===== src/rtl/barrel_pkg.sv =====
// Shared definitions for the right barrel shifter pipeline.
package barrel_pkg;

  typedef logic [1:0] mode_t;

  localparam mode_t MODE_LSR = 2'b00;
  localparam mode_t MODE_ASR = 2'b01;
  localparam mode_t MODE_ROR = 2'b10;

  localparam int unsigned DEFAULT_WIDTH = 8;

endpackage


===== src/rtl/shift_stage_right.sv =====
// One registered stage of the right barrel shifter: shifts by SHIFT when its select bit is set,
// accumulates the sticky flag and forwards the beat's side information to the next stage.
module shift_stage_right
  import barrel_pkg::*;
#(
  parameter int unsigned WIDTH = DEFAULT_WIDTH,
  parameter int unsigned SHIFT = 1,
  localparam int unsigned SHW = $clog2(WIDTH),
  localparam int unsigned IDX = $clog2(SHIFT)
) (
  input  logic             clk_i,
  input  logic             rst_ni,
  input  logic             en_i,
  input  logic [WIDTH-1:0] data_i,
  input  logic [SHW-1:0]   sel_i,
  input  mode_t            mode_i,
  input  logic             fill_i,
  input  logic             sticky_i,
  input  logic             valid_i,
  output logic [WIDTH-1:0] data_o,
  output logic [SHW-1:0]   sel_o,
  output mode_t            mode_o,
  output logic             fill_o,
  output logic             sticky_o,
  output logic             valid_o
);

  logic [WIDTH-1:0] data_d, data_q;
  logic             sticky_d, sticky_q;
  logic [SHW-1:0]   sel_q;
  mode_t            mode_q;
  logic             fill_q, valid_q;
  logic             lost;

  // Shift by SHIFT according to mode; collect bits falling off the LSB end.
  always_comb begin
    data_d = data_i;
    lost   = 1'b0;
    if (sel_i[IDX]) begin
      case (mode_i)
        MODE_ROR: data_d = {data_i[SHIFT-1:0], data_i[WIDTH-1:SHIFT]};
        MODE_ASR: begin
          data_d = {{SHIFT{fill_i}}, data_i[WIDTH-1:SHIFT]};
          lost   = |data_i[SHIFT-1:0];
        end
        default: begin
          // Reserved mode encoding behaves as logical right.
          data_d = {{SHIFT{1'b0}}, data_i[WIDTH-1:SHIFT]};
          lost   = |data_i[SHIFT-1:0];
        end
      endcase
    end
    sticky_d = (mode_i == MODE_ROR) ? 1'b0 : (sticky_i | lost);
  end

  // Stage register; holds everything while the pipeline is stalled.
  always_ff @(posedge clk_i) begin
    if (!rst_ni) begin
      data_q   <= '0;
      sel_q    <= '0;
      mode_q   <= MODE_LSR;
      fill_q   <= 1'b0;
      sticky_q <= 1'b0;
      valid_q  <= 1'b0;
    end else if (en_i) begin
      data_q   <= data_d;
      sel_q    <= sel_i;
      mode_q   <= mode_i;
      fill_q   <= fill_i;
      sticky_q <= sticky_d;
      valid_q  <= valid_i;
    end
  end

  assign data_o   = data_q;
  assign sel_o    = sel_q;
  assign mode_o   = mode_q;
  assign fill_o   = fill_q;
  assign sticky_o = sticky_q;
  assign valid_o  = valid_q;

endmodule


===== src/rtl/barrel_shifter_right_pipe.sv =====
// Pipelined right barrel shifter (LSR/ASR/ROR) with sticky output and valid/ready handshake.
module barrel_shifter_right_pipe
  import barrel_pkg::*;
#(
  parameter int unsigned WIDTH = DEFAULT_WIDTH,
  localparam int unsigned SHW = $clog2(WIDTH)
) (
  input  logic             CLK,
  input  logic             RST_N,
  input  logic             IN_VALID,
  output logic             IN_READY,
  input  logic [WIDTH-1:0] DIN,
  input  logic [SHW-1:0]   SEL,
  input  mode_t            MODE,
  output logic             OUT_VALID,
  input  logic             OUT_READY,
  output logic [WIDTH-1:0] DOUT,
  output logic             STICKY
);

  // Index k is the input of stage k; index SHW is the output register.
  logic [SHW:0][WIDTH-1:0] data_s;
  logic [SHW:0][SHW-1:0]   sel_s;
  mode_t [SHW:0]           mode_s;
  logic [SHW:0]            fill_s;
  logic [SHW:0]            sticky_s;
  logic [SHW:0]            valid_s;
  logic                    advance;

  assign data_s[0]   = DIN;
  assign sel_s[0]    = SEL;
  assign mode_s[0]   = MODE;
  assign fill_s[0]   = DIN[WIDTH-1];
  assign sticky_s[0] = 1'b0;
  assign valid_s[0]  = IN_VALID;

  // Global stall: only a held result at the output freezes the chain.
  assign advance  = !valid_s[SHW] || OUT_READY;
  assign IN_READY = advance || !RST_N;

  for (genvar k = 0; k < SHW; k++) begin : g_stage
    shift_stage_right #(
      .WIDTH(WIDTH),
      .SHIFT(1 << k)
    ) u_stage (
      .clk_i   (CLK),
      .rst_ni  (RST_N),
      .en_i    (advance),
      .data_i  (data_s[k]),
      .sel_i   (sel_s[k]),
      .mode_i  (mode_s[k]),
      .fill_i  (fill_s[k]),
      .sticky_i(sticky_s[k]),
      .valid_i (valid_s[k]),
      .data_o  (data_s[k+1]),
      .sel_o   (sel_s[k+1]),
      .mode_o  (mode_s[k+1]),
      .fill_o  (fill_s[k+1]),
      .sticky_o(sticky_s[k+1]),
      .valid_o (valid_s[k+1])
    );
  end

  assign DOUT      = data_s[SHW];
  assign STICKY    = sticky_s[SHW];
  assign OUT_VALID = valid_s[SHW];

  // Side information past the last stage has no consumer.
  logic unused_tail;
  assign unused_tail = ^{sel_s[SHW], mode_s[SHW], fill_s[SHW]};

endmodule

===== config.mk =====
export PLATFORM = sky130hd
export DESIGN_NAME = barrel_shifter_right_pipe
export DESIGN_NICKNAME = d
export VERILOG_FILES = /design/src/rtl/barrel_pkg.sv /design/src/rtl/shift_stage_right.sv /design/src/rtl/barrel_shifter_right_pipe.sv
export SDC_FILE = /design/constraint.sdc
export NUM_CORES = 1
export LEC_CHECK = 0
export ABC_AREA = 1
export BUFFER_PORTS_ARGS = -buffer_cell sky130_fd_sc_hd__clkbuf_2
export CORE_MARGIN = 3
export CORE_UTILIZATION = 53
export CTS_BUF_LIST = sky130_fd_sc_hd__clkbuf_4 sky130_fd_sc_hd__clkbuf_8
export DETAILED_ROUTE_END_ITERATION = 12
export PLACE_DENSITY = 0.78
export SYNTH_ARGS = -nofsm -noshare
export SYNTH_HDL_FRONTEND = slang
export SYNTH_SLANG_ARGS = --single-unit

===== constraint.sdc =====
create_clock -name CLK -period 1.03 [get_ports CLK]
set_input_delay 0 -clock CLK [delete_from_list [all_inputs] [get_ports CLK]]
set_output_delay 0 -clock CLK [all_outputs]
set_load 0.1 [all_outputs]

==> results.toml <==
[sta]
hold_viol_final = 0
period_share_pct = 118
slew_headroom_pct = 84.9
maxSlewViolCount = 0
finalSetupViolations = 34
max_slew.worst_pin.slew_ns = 0.225
rsz0062_at_grt = "true"
max_freq_ghz = 0.824
fin_worst_skew_ns = 0.00629
fin_tns_setup_ns = -4.00
period_minus_slack_ns = 1.21
worst_slack_ns = -0.184

[power_and_ir_drop]
power-per-cell-area_nw_per_um2 = 1370
p_sw_w = 0.00102
power_frac_seq_pct = 45.2
internal_power_w = 0.00264
p_comb_share_pct = 18.4
sw_frac_of_total_pct = 27.8
power_frac_clock_pct = 36.3
max-vdd-ir-drop_uv = 1210
power.leakage_nw = 1.22

[worst_hold_path]
min_path_cells = 3
hp-start = "MODE[1]"
hp-class = "primary input to register"
holdPathEnd = "g_stage[0].u_stage.mode_o[1]"

[logic_synthesis]
ys_types = 20
synth_cells = 265
syn_avg_cell_area_sq_um = 7.35
ys_ff_latch = 39
yosysSeqAreaShare_pct = 40.1
syn_nets = 290
synth_area_sq_um = 1950
yosysWarnings = 0

[finish]
drive_above_1_share_pct = 35.5
fillers = 248
multi_input_area_sq_um = 1030
seq_area_sq_um = 796
n_antenna_cell = 0
area_growth_pct = 37.1
nNetsFinal = 331
final_core_util_pct = 77.5

[setup_path]
regToRegSetupSlack_ns = -0.16
critPathMostFrequentCell = "buf_12"
crit_path_end_kind = "primary output"
startpoint_type = "register"
reg2reg_depth = 7
max_stage_delay_ns = 0.38
crit_path_max_fanout = 4
crit_required_ns = 1.03
worstPathCellList = "nand2_8 -> buf_12 -> nor2_8 -> inv_12 -> buf_12"
cp_slowest_cell = "dfxtp_4"
critPathKind = "register to primary output"
r2r-end = "g_stage[1].u_stage.mode_o[1]"
cp.arrival_ns = 1.21
timing.rr.start = "g_stage[2].u_stage.valid_o"

[global_route]
antenna_found_initial = 0
first_global_vias = 1734
overflow = 0
gr-usage-all-layers_pct = 23.5
grt_max_degree = 15
grt_pass1_wl_um = 7820

[cts]
clk_latency_ns = 0.30
numClockSinks = 39
cts_buffer_depth = 2
cts_max_level = 2
cts_tree = "built"
clockRootBuffer = "clkbuf_8"
cts.clk_slew.worst_paths_ns = 0.08
cts_buffers = 5

[floorplan]
start_util_pct = 56.6
die_area_sq_um = 4440
top_level_ports = 28
core_area_sq_um = 3440
rows = 21
die_w_um = 66.6
dieHeight_um = 66.6

[routing]
drt_wl_total_um = 4590
dr.pass1.iters = 4
route.detailed.drc = 0
drtAntennaViolNets = 0
vias = 1791
viasPerCell = 5.07
drtIter0Drc = 101
wl_per_cell_um = 13.0

[place]
dp_slack_ns = -0.194
gp_congestion = 0.916
io_buffers = 27
hpwlAfterDp_um = 2710

[flow_run]
maxCapViolCount = 0

[status]
status = "finished, violations left"
violations = "negative setup slack"
[registers in the layout (all words and copies together) (netlist names)]
signal	flops
g_stage.u_stage.data_o	24
g_stage.u_stage.mode_o	4
g_stage.u_stage.sel_o	3
g_stage.u_stage.sticky_o	3
g_stage.u_stage.valid_o	3
g_stage.u_stage.fill_o	2
[cells in the final DEF (no fill, tap or decap), drive strengths merged, types with 4 or more instances in the layout]
master	Yosys	routed
buf	15	28
nor2	17	17
nand2	93	93
clkinvlp	0	4
o21ai	40	40
inv	33	33
a21oi	8	8
ha	8	8
clkbuf	2	21
o22ai	8	8
dfxtp	39	39
dlygate4sd3	0	4
[synth_stat cells]
library cell	instances	area, sq um
nand2_1	92	345
dfxtp_1	39	781
inv_1	31	116
o21ai_0	23	115
nor2_1	16	60.1
o21ai_2	11	96.3
buf_4	9	67.6
a21oi_1	8	40.0
ha_1	8	100
o22ai_2	8	100
o21ai_1	6	30.0
buf_2	4	20.0
buf_6	2	22.5
clkbuf_1	2	7.51
clkinv_1	1	3.75
inv_2	1	3.75
inv_4	1	6.26
nand2_2	1	6.26
nand3_1	1	5.00
nor2_8	1	20.0
[cell families (layout without fill, tap and decap cells)]
kind of cell / count (synthesis) / in the layout / synth area share (%)
AO/OA/AOI/OAI: 56 / 56 / 19.6
AND/OR/NAND/NOR: 111 / 111 / 22.4
flip-flops: 39 / 39 / 40.1
buffers and inverters: 51 / 93 / 12.7
adder cells (fa/ha/maj): 8 / 8 / 5.14
[per-stage QoR]
step	power (W)	hold WS (ns)	cell area [sq um]	cells
after CTS	0.00364	0.00214	2600	354
after global placement	0.00226	0.205	2320	334
after detailed placement	0.00227	0.206	2320	334
final	0.00365	0.00634	2670	353
after floorplan	0.00209	0.117	1980	265
after global routing	0.00380	0.0384	2670	353
[critical path, delay by kind of cell (launching register included)]
family	cells	cell delay, ns
buffers and inverters	3	0.33
flip-flops	1	0.38
AND/OR/NAND/NOR	2	0.21
[power by group through the flow]
stage	Combinational [W]	Sequential (W)	Clock, W
2_1_floorplan	0.000403	0.00169	0
3_3_place_gp	0.000583	0.00168	0
3_5_place_dp	0.000590	0.00168	0
4_1_cts	0.000646	0.00165	0.00135
5_1_grt	0.000740	0.00166	0.00140
6_report	0.000673	0.00165	0.00133
[how the worst max path moves through the flow]
stage | startpoint | end | slack, ns | depth (start not counted)
finish | g_stage[2].u_stage.valid_o | IN_READY | -0.18 | 5
global route | g_stage[2].u_stage.valid_o | IN_READY | -0.21 | 5
CTS | g_stage[2].u_stage.valid_o | IN_READY | -0.18 | 5
detailed placement | g_stage[2].u_stage.valid_o | g_stage[1].u_stage.data_o[0] | -0.19 | 5
global placement | g_stage[2].u_stage.valid_o | g_stage[1].u_stage.data_o[0] | -0.17 | 5
floorplan | g_stage[2].u_stage.valid_o | g_stage[0].u_stage.valid_o | -0.18 | 5
[final cells by class]
cell class	instances	share of cell area [%]
Timing Repair inverter	4	1.27
Tap cell	46	2.16
Sequential cell	39	29.8
Clock buffer	6	3.09
Clock inverter	2	1.31
Inverter	34	5.39
Timing Repair Buffer	47	18.4
Multi-Input combinational cell	175	38.6
[timing repair]
item	4_1_cts	5_1_grt
gates cloned	4	0
endpoints found under the setup margin	35	39
endpoints found under the hold margin	4	0
resized for setup	25	20
buffers inserted	4	0
pin swaps	8	7
hold buffers	4	0
[routing by layer]
metal  up-vias  wire, um  part of all wire [%]  global-route usage, %
met5         -         0                     0                      0
met4         0       144                   3.1                   11.7
met3        16       237                   5.2                   4.55
met2        58      2290                    50                   39.6
met1       811      1920                    42                   28.3
li1        906         -                     -                      -
Note: power is estimated with default switching activity, not from simulation.
